$ cat config.mk
export PLATFORM = sky130hd
export DESIGN_NAME = mem_sweep_engine
export DESIGN_NICKNAME = d
export VERILOG_FILES = /design/src/rtl/mem_sweep_pkg.sv /design/src/rtl/sweep_addr_cntr.sv /design/src/rtl/mem_sweep_engine.sv
export SDC_FILE = /design/constraint.sdc
export NUM_CORES = 1
export LEC_CHECK = 0
export CAP_MARGIN = 10
export CORE_UTILIZATION = 59
export CTS_CLUSTER_SIZE = 8
export DETAILED_ROUTE_END_ITERATION = 10
export GPL_TIMING_DRIVEN = 1
export HOLD_SLACK_MARGIN = 0.12
export PLACE_DENSITY = 0.84
export SLEW_MARGIN = 15
export SYNTH_ARGS = -nofsm -noshare
export SYNTH_HDL_FRONTEND = slang
export SYNTH_SLANG_ARGS = --single-unit
$ cat constraint.sdc
create_clock -name clk -period 3.8 [get_ports clk]
set_input_delay 0.95 -clock clk [delete_from_list [all_inputs] [get_ports clk]]
set_output_delay 0.95 -clock clk [all_outputs]
set_load 0.01 [all_outputs]
$ cat src/rtl/mem_sweep_pkg.sv
// Shared types and the per-word transform for the sweep engine.
// Modes, FSM states and apply_op live here.
package mem_sweep_pkg;

  typedef enum logic [1:0] {
    MODE_PASS = 2'b00,
    MODE_DEC  = 2'b01,
    MODE_INC  = 2'b10,
    MODE_INV  = 2'b11
  } mode_t;

  typedef enum logic [1:0] {
    S_IDLE,
    S_FETCH,
    S_UPDATE
  } state_t;

  localparam int OP_W = 32;

  // Transform one word; w is the live data width, upper bits are masked.
  function automatic logic [OP_W-1:0] apply_op(
    input mode_t           mode,
    input logic [OP_W-1:0] data,
    input logic            saturate,
    input int              w
  );
    logic [OP_W-1:0] mask;
    logic [OP_W-1:0] d;
    logic [OP_W-1:0] r;
    if (w >= OP_W) mask = '1;
    else           mask = (OP_W'(1) << w) - OP_W'(1);
    d = data & mask;
    r = d;
    unique case (mode)
      MODE_PASS: r = d;
      MODE_DEC:  r = (saturate && d == '0) ? d
                   : ((d - OP_W'(1)) & mask);
      MODE_INC:  r = (saturate && d == mask) ? d
                   : ((d + OP_W'(1)) & mask);
      MODE_INV:  r = ~d & mask;
      default:   r = d;
    endcase
    return r;
  endfunction

endpackage

$ cat src/rtl/sweep_addr_cntr.sv
// Sweep address counter with clear, increment and last-address flag.
// Wraps from DEPTH-1 to 0 without an extra cycle.
module sweep_addr_cntr #(
  parameter int ADDR_W = 4
) (
  input  logic              clk,
  input  logic              rst,
  input  logic              clr,
  input  logic              inc,
  output logic [ADDR_W-1:0] addr,
  output logic              last
);

  // Address register: clear wins over increment.
  always_ff @(posedge clk) begin
    if (rst || clr) addr <= '0;
    else if (inc)   addr <= addr + 1'b1;
  end

  assign last = &addr;

endmodule

$ cat src/rtl/mem_sweep_engine.sv
// Read-modify-write sweep over an internal distributed RAM.
// Each word: FETCH into dout, then UPDATE writes f(dout) back.
module mem_sweep_engine
  import mem_sweep_pkg::*;
#(
  parameter int DATA_W   = 2,
  parameter int ADDR_W   = 4,
  parameter int CNT_W    = 8,
  parameter int SATURATE = 0
) (
  input  logic              clk,
  input  logic              rst,
  input  logic              start,
  input  logic [1:0]        mode,
  input  logic              loop_en,
  input  logic              wr_en,
  input  logic [ADDR_W-1:0] wr_addr,
  input  logic [DATA_W-1:0] wr_data,
  output logic              busy,
  output logic              done,
  output logic [DATA_W-1:0] dout,
  output logic              dout_valid,
  output logic [ADDR_W-1:0] addr_out,
  output logic [CNT_W-1:0]  sweep_cnt
);

  localparam int DEPTH = 1 << ADDR_W;

  state_t state_q, state_d;
  mode_t  mode_q;

  logic [DATA_W-1:0] mem [DEPTH];

  logic [ADDR_W-1:0] addr;
  logic              last;
  logic              cnt_clr, cnt_inc;
  logic              fetch, start_ok;
  logic              done_d, cnt_up;
  logic              ram_we, host_we;
  logic [DATA_W-1:0] wdata;

  sweep_addr_cntr #(
    .ADDR_W(ADDR_W)
  ) u_addr (
    .clk  (clk),
    .rst  (rst),
    .clr  (cnt_clr),
    .inc  (cnt_inc),
    .addr (addr),
    .last (last)
  );

  assign wdata = DATA_W'(apply_op(
    mode_q, OP_W'(dout), SATURATE != 0, DATA_W));

  assign host_we  = (state_q == S_IDLE) && wr_en && !rst;
  assign busy     = (state_q != S_IDLE);
  assign addr_out = addr;

  // State register.
  always_ff @(posedge clk) begin
    if (rst) state_q <= S_IDLE;
    else     state_q <= state_d;
  end

  // Next state and per-cycle control strobes.
  always_comb begin
    state_d  = state_q;
    cnt_clr  = 1'b0;
    cnt_inc  = 1'b0;
    fetch    = 1'b0;
    start_ok = 1'b0;
    done_d   = 1'b0;
    cnt_up   = 1'b0;
    ram_we   = 1'b0;
    unique case (state_q)
      S_IDLE: begin
        if (start) begin
          start_ok = 1'b1;
          cnt_clr  = 1'b1;
          state_d  = S_FETCH;
        end
      end
      S_FETCH: begin
        fetch   = 1'b1;
        state_d = S_UPDATE;
      end
      S_UPDATE: begin
        ram_we  = (mode_q != MODE_PASS);
        cnt_inc = 1'b1;
        state_d = S_FETCH;
        if (last) begin
          cnt_up = 1'b1;
          if (!loop_en) begin
            state_d = S_IDLE;
            done_d  = 1'b1;
          end
        end
      end
      default: state_d = S_IDLE;
    endcase
  end

  // Output, mode and sweep-count registers.
  always_ff @(posedge clk) begin
    if (rst) begin
      dout       <= '0;
      dout_valid <= 1'b0;
      done       <= 1'b0;
      sweep_cnt  <= '0;
      mode_q     <= MODE_PASS;
    end else begin
      dout_valid <= fetch;
      done       <= done_d;
      if (fetch)    dout      <= mem[addr];
      if (start_ok) mode_q    <= mode_t'(mode);
      if (cnt_up)   sweep_cnt <= sweep_cnt + 1'b1;
    end
  end

  // RAM write port: sweep write-back, else host load while idle.
  always_ff @(posedge clk) begin
    if (ram_we)       mem[addr]    <= wdata;
    else if (host_we) mem[wr_addr] <= wr_data;
  end

endmodule

==> metrics.txt <==
GP Congestion ~0.83; Clock Skew 12.4 ps; Wirelength per Cell around 15 um; placed wire-length estimate about 3.4 mm; Routed Antenna Nets 0; Finish-stage setup viols 0; Total Routing Usage GR between 20% and 30%; post-synthesis sequential area ratio approximately 54%; Die Ht between 60 and 70 um; vias in the first global route 1628; Worst Hold Launch sweep_cnt[7]; Synth area leader edfxtp_1; final-stage net count between 200 and 300; ratio of cells with drive above 1 in the final layout under 10%; Period minus WS final ~2600 ps; metal3 WL about 220 um; syn_nets between 200 and 300; Static Leak approximately 1.0 nW; critical path arrival between 2000 and 3000 ps; dpl ws 888 ps; FF-to-FF Start state_q[1]; RSZ-0062 raised after global routing no; yosys warns 0; Clock Latency Late Sink around 300 ps; n_diodes 0; sequential share of power 57.5%; status completed; Post-Route WL slightly below 5 mm; gr ovfl total 0; maximum vdd drop 257 uV; Post-DP Area approximately 2800 um^2; CTS tree built; storage element area between 1000 and 1500 um^2; wire length on met1 around 2.2 mm; Hold-fix buffers, CTS 0; Max-slew headroom ~55%; Fin Setup TNS 0 ps; synth unique cells 38; multi-input logic area 1030 um^2; initial antenna violation count 0; final worst-path cycle share between 60% and 70%; Num CTS Buffers 5; PortBufs 29; Sw Ratio a little over a fifth; Worst EP required 3790 ps; largest net degree at the start of global routing 27; # IOs 30; initial DRC count between 100 and 150; drt drc 0; CTS clk-pin slew, worst paths around 90 ps; syn_area_per_cell 10.7 um^2; Slew Limit Fails 0; Max Cap Viol 0; clock power share approximately a third; Top Layer Used met4; most frequent cells in the layout nor2_1 (34), edfxtp_1 (32), clkdlybuf4s50_1 (29); top_reg_cell synth edfxtp_1; 1st-pass router iterations 4; Cell Int Power 0.846 mW; die area between 4000 and 5000 um^2; PD cells approximately 370 nW/um^2; vias per inst 5.70; flops & latches, synth 52; Async SR Flop Fraction 0%; Synth Instances between 200 and 250; fill cell count 310; root buf cell clkbuf_8; Hold WC Path Type flop to flop; post-synth top area share about two fifths; commonest non-fill, non-tap cell in the layout nor2_1; # resized after CTS 0; Met2 Wirelength 2.37 mm; H-tree depth 2; Slew @ Worst Pin between 600 and 700 ps; post-route cell area 2930 um^2; Synth area leaders edfxtp_1 (38%), dfxtp_1 (16%), mux2i_1 (6.8%), nor2_1 (5.1%), nand2_1 (2.9%); synthesized area 2500 um^2; Worst Path Max Fanout 5; core footprint 4030 um^2; Comb pwr share around 8.5%; Layout area overhead 17.1%; first-pass GRT wire length around 7.6 mm; sw power around 0.23 mW; via count roughly 1800; Final Non-Filler Cells approximately 310; post-layout util between 70% and 80%; worst setup margin around 1200 ps; Die Span X 67.1 um; Fmax about 380 MHz; placed cell count roughly 300; CP Launch Type input pin; # rows 23; CTS Sinks 52; maximum clock path buffer count 2; capturing element type of the critical path flop; CP startpoint rst; Initial Utilization between 60 and 70%; crit path kind input pin to flop; final hold vios 0; Post-synth EDFFs 32; postcts setup bufs 0
worst max-delay path, cell delays in order:
cell	delay [ps]
clkdlybuf4s50_1	490
or3b_1	380
a21oi_1	310
o21ai_1	240
nor2_1	260
per-stage QoR:
| step | hold WS, ps | total power [mW] |
|---|---|---|
| detailed placement | 482 | 0.722 |
| global route | 528 | 1.11 |
| floorplan | 454 | 0.684 |
| finish | 494 | 1.08 |
| global placement | 467 | 0.720 |
| CTS | 494 | 1.08 |
sequential cells by signal (all words and copies together), names as in the netlist:
name and cells:
done 1, mem 32, sweep_cnt 8, dout 2, mode_q 2, u_addr.addr 4
dout_valid 1, state_q 2
power by group through the flow:
stage / registers [mW] / clock network, mW / logic (mW)
finish: 0.618 / 0.367 / 0.0913
global route: 0.619 / 0.391 / 0.100
CTS: 0.618 / 0.371 / 0.0917
detailed placement: 0.631 / 0 / 0.0911
global placement: 0.631 / 0 / 0.0887
floorplan: 0.630 / 0 / 0.0541
logic make-up after synthesis:
group / synth area share, %
AOI/OAI and AO/OA: 8.46
muxes: 7.71
DFF: 54.5
xor gates and xnor gates: 2.45
and+or+nand+nor: 19.9
adders and majority gates: 2.50
buffers and inverters: 4.46
final timing paths:
kind	endpoint	slack [ps]	depth (start not counted)
setup / recovery	mem[1][1]	1170	5
hold reg to reg	sweep_cnt[7]	490	2
hold / removal	sweep_cnt[7]	490	2
setup reg to reg	mem[1][1]	1820	4
layout make-up:
| type | instances | share of cell area [%] |
|---|---|---|
| sequential | 52 | 46.5 |
| clock inverter | 3 | 1.45 |
| tap | 50 | 2.14 |
| inverter | 8 | 1.03 |
| multi-input combinational | 161 | 35.1 |
| clock buffer | 5 | 2.35 |
| timing repair buffer | 35 | 11.5 |
metal layers:
metal / track usage, % / up-vias
met1: 32.6 / 841
met2: 35.8 / 42
li1: - / 896
met5: 0 / -
met3: 3.94 / 10
met4: 9.84 / 0
synthesized netlist by cell type (all sizes together), types with 3 or more instances:
cell type / count
inv: 8
and3: 3
nand3: 12
dfxtp: 20
nor2: 34
a21oi: 7
a31oi: 6
o21ai: 7
nand2: 19
nor3b: 7
mux2i: 17
buf: 8
ha: 5
nand4: 5
xor2: 7
a22oi: 7
nor3: 4
clkbuf: 5
nor2b: 4
edfxtp: 32
No activity file was read; power rests on OpenSTA's default activity.
